===== src/rtl/dkong_sync_decoder_pkg.sv =====
`default_nettype none
// ============================================================================
// Module : dkong_sync_decoder_pkg
// Brief  : Shared definitions for the video sync decoder: counter widths,
//          saturation limits, lock-FSM state encoding and a small helper.
// Rev    : 1.0  initial release
// ============================================================================
package dkong_sync_decoder_pkg;

  localparam int H_W = 11;                 // horizontal position / line length width
  localparam int V_W = 9;                  // vertical position / frame line count width

  localparam logic [H_W-1:0] H_MAX = 11'd2047;  // O_H_POS saturation (sync loss)
  localparam logic [V_W-1:0] V_MAX = 9'd511;    // O_V_POS saturation

  typedef enum logic [1:0] {
    ST_SEARCH  = 2'd0,
    ST_ACQUIRE = 2'd1,
    ST_LOCKED  = 2'd2
  } lock_state_e;

  // Magnitude of the difference between two line lengths.
  function automatic logic [H_W-1:0] abs_diff_h(input logic [H_W-1:0] a,
                                                input logic [H_W-1:0] b);
    return (a > b) ? (a - b) : (b - a);
  endfunction

endpackage
`default_nettype wire


===== src/rtl/dkong_sync_decoder_edge.sv =====
`default_nettype none
// ============================================================================
// Module : dkong_sync_edge
// Brief  : Two-stage input register with a falling-edge pulse on an
//          active-low sync input. Both stages reset high so an idle (high)
//          input never produces a spurious edge after reset.
// Ports  : clk     in  rising-edge clock
//          rst_n   in  synchronous active-low reset
//          sync_n  in  raw active-low sync input
//          fall    out one-clock pulse, stage1 low while stage2 still high
// Rev    : 1.0  initial release
// ============================================================================
module dkong_sync_edge (
  input  logic clk,
  input  logic rst_n,
  input  logic sync_n,
  output logic fall
);

  logic stage1;
  logic stage2;

  always_ff @(posedge clk) begin
    if (!rst_n) begin
      stage1 <= 1'b1;
      stage2 <= 1'b1;
    end else begin
      stage1 <= sync_n;
      stage2 <= stage1;
    end
  end

  assign fall = stage2 & ~stage1;

endmodule
`default_nettype wire


===== src/rtl/dkong_sync_decoder.sv =====
`default_nettype none
// ============================================================================
// Module : dkong_sync_decoder
// Brief  : Measures incoming video timing (line length, lines per frame),
//          tracks beam position and declares lock once line and frame timing
//          have been stable for a configurable number of lines/frames.
// Ports  : I_CLK          in   clock (24.576 MHz nominal)
//          RST_n          in   synchronous active-low reset
//          I_H_SYNCn      in   active-low horizontal sync
//          I_V_SYNCn      in   active-low vertical sync
//          I_H_BLANKn     in   active-low horizontal blank
//          I_V_BLANKn     in   active-low vertical blank
//          O_H_POS        out  clocks since last HSYNC falling edge (sat 2047)
//          O_V_POS        out  lines since frame start (sat 511)
//          O_LINE_LEN     out  last measured line length
//          O_FRAME_LINES  out  last measured lines per frame
//          O_LOCKED       out  lock FSM in LOCKED
//          O_DE           out  registered H_BLANKn & V_BLANKn
//          O_LINE_STB     out  one-clock pulse per line start
//          O_FRAME_STB    out  one-clock pulse per frame start
// Rev    : 1.0  initial release
// ============================================================================
module dkong_sync_decoder
  import dkong_sync_decoder_pkg::*;
#(
  parameter int H_TOL       = 1,
  parameter int LOCK_LINES  = 4,
  parameter int LOCK_FRAMES = 2
) (
  input  logic           I_CLK,
  input  logic           RST_n,
  input  logic           I_H_SYNCn,
  input  logic           I_V_SYNCn,
  input  logic           I_H_BLANKn,
  input  logic           I_V_BLANKn,
  output logic [H_W-1:0] O_H_POS,
  output logic [V_W-1:0] O_V_POS,
  output logic [H_W-1:0] O_LINE_LEN,
  output logic [V_W-1:0] O_FRAME_LINES,
  output logic           O_LOCKED,
  output logic           O_DE,
  output logic           O_LINE_STB,
  output logic           O_FRAME_STB
);

  localparam int LM_W = $clog2(LOCK_LINES + 1);
  localparam int FM_W = $clog2(LOCK_FRAMES + 1);

  // --------------------------------------------------------------------------
  // Input conditioning
  // --------------------------------------------------------------------------
  logic h_fall;
  logic v_fall;
  logic h_blank_q;
  logic v_blank_q;

  dkong_sync_edge u_hsync_edge (
    .clk    (I_CLK),
    .rst_n  (RST_n),
    .sync_n (I_H_SYNCn),
    .fall   (h_fall)
  );

  dkong_sync_edge u_vsync_edge (
    .clk    (I_CLK),
    .rst_n  (RST_n),
    .sync_n (I_V_SYNCn),
    .fall   (v_fall)
  );

  always_ff @(posedge I_CLK) begin
    if (!RST_n) begin
      h_blank_q <= 1'b0;
      v_blank_q <= 1'b0;
    end else begin
      h_blank_q <= I_H_BLANKn;
      v_blank_q <= I_V_BLANKn;
    end
  end

  // --------------------------------------------------------------------------
  // Position counters and measurements
  // --------------------------------------------------------------------------
  logic           v_pending;
  logic           frame_evt;
  logic [H_W-1:0] new_len;
  logic [V_W-1:0] new_frames;

  // A VSYNC edge arriving on the same clock as HSYNC counts as already
  // pending, so that HSYNC edge restarts the frame.
  assign frame_evt  = h_fall & (v_pending | v_fall);
  assign new_len    = O_H_POS + 11'd1;
  assign new_frames = O_V_POS + 9'd1;

  always_ff @(posedge I_CLK) begin
    if (!RST_n) begin
      O_H_POS       <= '0;
      O_V_POS       <= '0;
      O_LINE_LEN    <= '0;
      O_FRAME_LINES <= '0;
      O_LINE_STB    <= 1'b0;
      O_FRAME_STB   <= 1'b0;
      O_DE          <= 1'b0;
      v_pending     <= 1'b0;
    end else begin
      O_LINE_STB  <= h_fall;
      O_FRAME_STB <= frame_evt;
      O_DE        <= h_blank_q & v_blank_q;

      if (h_fall) begin
        O_LINE_LEN <= new_len;
        O_H_POS    <= '0;
        if (frame_evt) begin
          O_FRAME_LINES <= new_frames;
          O_V_POS       <= '0;
        end else if (O_V_POS != V_MAX) begin
          O_V_POS <= new_frames;
        end
      end else if (O_H_POS != H_MAX) begin
        O_H_POS <= new_len;
      end

      if (frame_evt) begin
        v_pending <= 1'b0;
      end else if (v_fall) begin
        v_pending <= 1'b1;
      end
    end
  end

  // --------------------------------------------------------------------------
  // Lock FSM
  // --------------------------------------------------------------------------
  lock_state_e     state;
  lock_state_e     state_nxt;
  logic [LM_W-1:0] line_match;
  logic [LM_W-1:0] line_match_nxt;
  logic [FM_W-1:0] frame_match;
  logic [FM_W-1:0] frame_match_nxt;
  logic [H_W-1:0]  ref_len;
  logic [H_W-1:0]  ref_len_nxt;
  logic [V_W-1:0]  ref_frames;
  logic [V_W-1:0]  ref_frames_nxt;
  logic            sync_loss;
  logic [H_W-1:0]  len_dev;

  assign sync_loss = (O_H_POS == H_MAX);
  assign len_dev   = abs_diff_h(new_len, ref_len);
  assign O_LOCKED  = (state == ST_LOCKED);

  always_ff @(posedge I_CLK) begin
    if (!RST_n) begin
      state       <= ST_SEARCH;
      line_match  <= '0;
      frame_match <= '0;
      ref_len     <= '0;
      ref_frames  <= '0;
    end else begin
      state       <= state_nxt;
      line_match  <= line_match_nxt;
      frame_match <= frame_match_nxt;
      ref_len     <= ref_len_nxt;
      ref_frames  <= ref_frames_nxt;
    end
  end

  always_comb begin
    state_nxt       = state;
    line_match_nxt  = line_match;
    frame_match_nxt = frame_match;
    ref_len_nxt     = ref_len;
    ref_frames_nxt  = ref_frames;

    case (state)
      ST_SEARCH: begin
        if (h_fall) begin
          state_nxt       = ST_ACQUIRE;
          line_match_nxt  = '0;
          frame_match_nxt = '0;
        end
      end

      ST_ACQUIRE: begin
        if (sync_loss) begin
          state_nxt = ST_SEARCH;
        end else begin
          // O_LINE_LEN / O_FRAME_LINES still hold the previous measurement
          // on the clock a new one is taken.
          if (h_fall) begin
            if (new_len == O_LINE_LEN) begin
              if (line_match != LM_W'(LOCK_LINES)) begin
                line_match_nxt = line_match + LM_W'(1);
              end
            end else begin
              line_match_nxt = '0;
            end
          end
          if (frame_evt) begin
            if (new_frames == O_FRAME_LINES) begin
              if (frame_match != FM_W'(LOCK_FRAMES)) begin
                frame_match_nxt = frame_match + FM_W'(1);
              end
            end else begin
              frame_match_nxt = FM_W'(1);
            end
          end
          if ((line_match_nxt == LM_W'(LOCK_LINES)) &&
              (frame_match_nxt == FM_W'(LOCK_FRAMES))) begin
            state_nxt      = ST_LOCKED;
            ref_len_nxt    = h_fall ? new_len : O_LINE_LEN;
            ref_frames_nxt = frame_evt ? new_frames : O_FRAME_LINES;
          end
        end
      end

      ST_LOCKED: begin
        if (sync_loss ||
            (h_fall && (len_dev > H_W'(H_TOL))) ||
            (frame_evt && (new_frames != ref_frames))) begin
          state_nxt = ST_SEARCH;
        end
      end

      default: begin
        state_nxt = ST_SEARCH;
      end
    endcase
  end

endmodule
`default_nettype wire


===== config.mk =====
export PLATFORM = sky130hd
export DESIGN_NAME = dkong_sync_decoder
export DESIGN_NICKNAME = d
export VERILOG_FILES = /design/src/rtl/dkong_sync_decoder_pkg.sv /design/src/rtl/dkong_sync_decoder_edge.sv /design/src/rtl/dkong_sync_decoder.sv
export SDC_FILE = /design/constraint.sdc
export NUM_CORES = 1
export LEC_CHECK = 0
export BUFFER_PORTS_ARGS = -buffer_cell sky130_fd_sc_hd__buf_2
export CAP_MARGIN = 10
export CORE_ASPECT_RATIO = 1.1
export CORE_MARGIN = 2
export CORE_UTILIZATION = 50
export DETAILED_ROUTE_END_ITERATION = 16
export PLACE_DENSITY = 0.82
export SLEW_MARGIN = 15
export SYNTH_ARGS = -nofsm -noshare
export SYNTH_HDL_FRONTEND = slang
export SYNTH_SLANG_ARGS = --single-unit

===== constraint.sdc =====
create_clock -name I_CLK -period 3.5 [get_ports I_CLK]
set_input_delay 0.35 -clock I_CLK [delete_from_list [all_inputs] [get_ports I_CLK]]
set_output_delay 0.35 -clock I_CLK [all_outputs]
set_load 0.005 [all_outputs]

=== After elaboration in Yosys (flattened, before gate mapping) ===
Index checks and enable logic that the tools add are counted.

* $add $sub $neg: 6
* Magnitude comparators: 2
* Equality and inequality tests: 16
* Muxes and demuxes: 26
* Bitwise logic cells: 9
* Reduce and logical (&&, ||, !) cells: 14

{| class="wikitable"
|+ Operators by type and width
! kind !! number
|-
| 9-bit 2-to-1 mux || 3
|-
| 11-bit 2-to-1 mux || 2
|-
| 2-bit 2-to-1 mux || 11
|-
| 11-bit subtractor || 2
|-
| 3-bit 2-to-1 mux || 7
|-
| 11-bit by 1-bit adder with 11-bit output, second input constant || 1
|-
| 11-bit == test || 1
|-
| 11-bit == test, second input constant || 1
|-
| 11-bit by 1-bit > comparator with 1-bit output, second input constant || 1
|-
| 11-bit > comparator || 1
|-
| 11-bit != test, second input constant || 1
|-
| 9-bit by 1-bit adder with 9-bit output, second input constant || 1
|-
| 9-bit == test || 1
|-
| 9-bit != test || 1
|-
| 9-bit != test, second input constant || 1
|-
| 3-bit AND reduction || 3
|-
| 2-bit != test, second input constant || 3
|-
| 3-bit != test, second input constant || 2
|-
| 2-bit one-hot mux with 3 select lines || 1
|-
| 3-bit one-hot mux with 2 select lines || 1
|-
| 1-bit AND || 4
|-
| 2-bit == test, second input constant || 2
|-
| 1-bit NOT || 4
|-
| 2-bit one-hot mux with 2 select lines || 1
|-
| 12 further kinds || 17
|}

* Flip-flop bits (word level): 77
* Bits of input ports: 6
* Logic and storage cells: 92

=== Longest topological paths before layout ===
* Depth after elaboration: 12
* Mapped depth: 16
* Mapped depth without buffers: 16

=== By module ===
A second synthesis with hierarchy kept.

* Cell total of the unflattened synthesis: 592
* Area total of the unflattened synthesis: 4853.4 um2

{| class="wikitable"
|+ By module, submodules not included
! module !! instances !! cells each !! area an instance (um2) !! seq. area each (um2)
|-
| dkong_sync_decoder || 1 || 582 || 4735.8 || 1461.4
|-
| dkong_sync_edge || 2 || 5 || 58.8 || 40.0
|}

=== Least setup slack after synthesis ===
OpenSTA, ideal clock, no wires.

* Path type: flip-flop to flip-flop
* Start point: register O_H_POS[1]
* End point: register state[0]
* Arrival: 3719 ps
* Required time: 3428 ps
* Slack: -291 ps
* Cell stages (with the launch flop): 17
* Clock period less this slack: 3791 ps
* Path through: dfxtp_1 > ha_1 > nand3_1 > nor2_2 > and3_1 > xnor2_1 > inv_1 > ha_1 > nand2_1 > o21ai_2 > inv_1 > a21oi_2 > or4b_1 > nand4_1 > or4_1 > o31ai_2 > mux2i_1

* Word-level cells in the longest chain between the ends: 10

{| class="wikitable"
|+ RTL lines
! what !! line !! source
|-
| from (decl) || dkong_sync_decoder.sv:36 || <nowiki>output logic [H_W-1:0] O_H_POS,</nowiki>
|-
| from (signal assigned) || dkong_sync_decoder.sv:120 || <nowiki>O_H_POS <= new_len;</nowiki>
|-
| 11-bit by 1-bit adder with 11-bit output (*) || dkong_sync_decoder.sv:92 || <nowiki>assign new_len = O_H_POS + 11'd1;</nowiki>
|-
| named net new_len[10] || dkong_sync_decoder.sv:86 || <nowiki>logic [H_W-1:0] new_len;</nowiki>
|-
| branches (longest 8 deep; another with 11-bit subtractor) || -- ||
|-
| 3-bit AND reduction (no source line) (*) || -- ||
|-
| to (signal assigned) || dkong_sync_decoder.sv:159 || <nowiki>state <= state_nxt;</nowiki>
|-
| to (decl) || dkong_sync_decoder.sv:134 || <nowiki>lock_state_e state;</nowiki>
|}

Mark *: on every way through the listed nets, which the timed path passes. The select of a mux whose other input is x is not followed.
A chain may end at the register's enable or synchronous reset.

=== Final worst setup path ===
* Start point: register O_H_POS[0]
* End point: register state[0]

* Word-level cells in the longest chain between the ends: 10

{| class="wikitable"
|+ RTL lines
! what
|-
| branches (longest 10 deep; another with 11-bit by 1-bit adder with 11-bit output)
|}

Several ways; the timed one is not identified. The select of a mux whose other input is x is not followed.

==> key figures <==
Worst hold path
  • Worst Hold Depth: 2
  • Worst hold path type: in2reg
  • WHS Endpoint: u_vsync_edge.stage1$_SDFF_PN1_
  • Hold path start: I_V_SYNCn

Run status
  • Status: finished, violations left
  • Violated checks: negative setup slack

Cells and area
  • Reg area: 0.00156 mm^2
  • Commonest non-fill, non-tap cell in the layout: buf_4
  • Area growth, synth to finish: 26.7%
  • Commonest cells after routing, fill and taps aside: buf_4, dfxtp_1, nor2_1
  • Fraction of final layout cells sized beyond drive strength 1: 30.8%
  • Area of the multi-input gates: 0.00342 mm^2
  • # nets final: 720
  • Ant diodes: 0
  • # fillers: 767
  • Core Util, Final: 64.6%

Logic synthesis
  • Cell Area, Synth: 0.00502 mm^2
  • Seq cells post-synth: 77
  • Synth warn: 0
  • Ys flop type: dfxtp_1
  • Synth cell types: 74
  • Sequential element share of the synthesized area: 30.7%
  • Post-Syn Nets: 616
  • Post-synthesis cell count: 582
  • Asr flop ratio synth: 0%
  • Mapped Avg Cell Area: 8.63 um^2
  • EDFF count, synth: 0

Pwr
  • Max IR drop VDD: 304 uV
  • Pwr per Cell Area: 355 mW/mm^2
  • Overall Power: 2.26 mW
  • Lkg Pwr: 2.80 nW

Worst setup path
  • Critical path endpoint category: flip-flop
  • WP data arrival: 3.84 ns
  • Reg2Reg Setup Slack: -0.05 ns
  • Crit path launch type: flip-flop
  • Crit path max fanout: 6
  • R2R depth: 15
  • Reg-to-Reg Start: O_H_POS[0]$_SDFFE_PP0N_
  • Reg-to-reg endpoint: state[0]$_SDFFE_PN0P_
  • Critical Path RT: 3.79 ns
  • Critical path type: reg2reg

Clocking
  • CTS tree: yes
  • Bufs on Longest Clock Path: 2
  • CTS buffer count: 9
  • Clk Latency, worst-skew pair: 0.37 ns
  • Clock-pin slew on the worst setup and hold paths: 0.08 ns
  • Cts hold-fix bufs: 0
  • H-tree levels: 3
  • Clk sink count: 77
  • Clk root buf: clkbuf_8

Timing
  • Tightest Pin Transition: 0.559 ns
  • Period utilisation layout: 101%
  • Period minus WS final: 3.55 ns
  • Hold Fails Final Rpt: 0
  • Final setup viols: 1
  • Final WS setup: -0.0462 ns
  • Final Max Slew Viols: 0
  • Slew headroom: 62.7%
  • Fmax: 282 MHz
  • RSZ-0062 raised after global routing: true
  • Skew final: 0.0134 ns

Global routing
  • Initial antenna violation count: 0
  • Vias in the first global route: 4815
  • GR Overflow Total: 0
  • Pin count of the biggest net entering global routing: 30
  • Tot GR Track Use: 27.6%
  • First-pass GRT wire length: 23.5 mm

Floorplanning
  • Initial Util: 51.0%
  • Site Rows: 38
  • Height of the die: 109 um
  • Die area: 0.0109 mm^2
  • Horiz. Die Dim: 99.6 um
  • I/O pin total: 50
  • Core Area: 0.00984 mm^2

Placed design
  • DPL Wire Length: 11.1 mm
  • Port bufs: 49
  • GP Congestion: 0.929

Drt
  • Antenna-violating nets left: 0
  • DRC: 0
  • Vias: 4788
  • WL per Instance: 18.7 um
  • Vias/cell: 5.90
  • 1st-iter DRT viols: 281
  • DR pass1 iterations: 5
  • Final wirelength: 15.1 mm

Job
  • Max-Cap Viols: 0
final cells by class:
| cell class | count | area share, % |
|---|---|---|
| Clock buffer | 11 | 2.06 |
| Clock inverter | 5 | 1.69 |
| Inverter | 37 | 2.18 |
| Multi-Input combinational cell | 437 | 53.7 |
| Sequential cell | 77 | 24.5 |
| Tap cell | 120 | 2.36 |
| Timing Repair Buffer | 124 | 13.5 |
worst max-delay path: stages (launching register included):
cell     delay, ns
dfxtp_4       0.38
ha_4          0.18
inv_1         0.05
nor2_1        0.13
xnor2_1       0.15
inv_1         0.06
ha_1          0.39
a21oi_4       0.27
nand2_1       0.15
o21ai_4       0.22
a21oi_4       0.12
o31ai_1       0.27
nand4_1       0.13
or4_4         0.58
o31ai_4       0.19
mux2i_1       0.20
worst max-delay path by stage:
stage,startpoint,endpoint,slack [ns],depth (start not counted)
global route,O_H_POS[0]$_SDFFE_PP0N_,state[0]$_SDFFE_PN0P_,-0.22,15
floorplan,O_H_POS[1]$_SDFFE_PP0N_,state[0]$_SDFFE_PN0P_,0.0006,16
finish,O_H_POS[0]$_SDFFE_PP0N_,state[0]$_SDFFE_PN0P_,-0.05,15
detailed placement,O_H_POS[1]$_SDFFE_PP0N_,state[0]$_SDFFE_PN0P_,-0.10,16
global placement,O_H_POS[0]$_SDFFE_PP0N_,state[0]$_SDFFE_PN0P_,0.05,16
CTS,O_H_POS[6]$_SDFFE_PP0N_,state[0]$_SDFFE_PN0P_,-0.002,14
registers in the layout, summed over array words and instances (netlist names), 2 cells and up:
| signal | flops |
|---|---|
| O_H_POS | 11 |
| line_match | 3 |
| frame_match | 2 |
| O_FRAME_LINES | 9 |
| O_V_POS | 9 |
| ref_len | 11 |
| O_LINE_LEN | 11 |
| ref_frames | 9 |
| state | 2 |
metrics by stage:
| stage | area, um^2 | instances | TNS, ns | setup slack (ns) | hold WS, ns |
|---|---|---|---|---|---|
| 2_1_floorplan | 5140 | 582 | 0 | 0.000582 | 0.412 |
| 3_3_place_gp | 5860 | 783 | 0 | 0.0493 | 0.425 |
| 3_5_place_dp | 5860 | 783 | -0.103 | -0.103 | 0.434 |
| 4_1_cts | 6140 | 800 | -0.00216 | -0.00216 | 0.156 |
| 5_1_grt | 6360 | 811 | -0.382 | -0.217 | 0.160 |
| 6_report | 6360 | 811 | -0.0462 | -0.0462 | 0.165 |
metal layers:
metal / track usage (%) / up-vias / routed length, um
li1: - / 2241 / -
met1: 30.4 / 2291 / 5780
met2: 50.0 / 192 / 7700
met3: 5.71 / 64 / 829
met4: 14.1 / 0 / 839
met5: 0 / - / 0
repair_timing:
action	4_1_cts	5_1_grt
endpoints found under the setup margin	10	20
setup buffers	1	9
gates resized for setup	7	20
hold endpoints to repair	0	0
pin swaps	2	15
gates cloned	0	2
logic make-up after synthesis:
| logic type | after synthesis | share of synthesized area [%] |
|---|---|---|
| compound gates | 136 | 18.7 |
| buf+inv | 68 | 6.08 |
| xor+xnor | 51 | 10.2 |
| simple gates | 197 | 20.4 |
| flops | 77 | 30.7 |
| fa+ha+maj | 28 | 7.27 |
| mux | 25 | 6.67 |
synth_stat cells, types with 3 or more instances:
library cell   n  area [um^2]
buf_2          8         40.0
nor4_1         3         18.8
a31oi_1        5         31.3
nand3_1       18         90.1
nor2_1        58          218
xnor3_1        3         67.6
nor4b_1        3         26.3
mux2_4        17          255
or3_1          4         25.0
o211ai_1       6         45.0
xnor2_1       28          245
a21oi_1       36          180
o21ai_2        3         26.3
nand4_1        9         56.3
nand2b_1       9         56.3
nor3_1        10         50.1
xor2_1        17          149
a22oi_1        3         22.5
inv_1         37          139
a211o_1        3         26.3
dfxtp_1       77         1540
mux2i_1        8         80.1
a21o_1         7         52.6
nand2_1       34          128
a211oi_1      22          165
o21a_1         4         30.0
o21ai_0       23          115
and3_1         8         50.1
ha_1          26          325
clkbuf_1      18         67.6
and2_1        12         75.1
o211a_1        3         30.0
nor2b_1        8         50.1
power by group:
part	internal, mW	switching (mW)	leakage [nW]
Combinational	0.238	0.275	2.06
Sequential	0.897	0.0241	0.629
Clock	0.478	0.349	0.118
Total	1.61	0.648	2.80
Power figures use the tool's default switching activity.
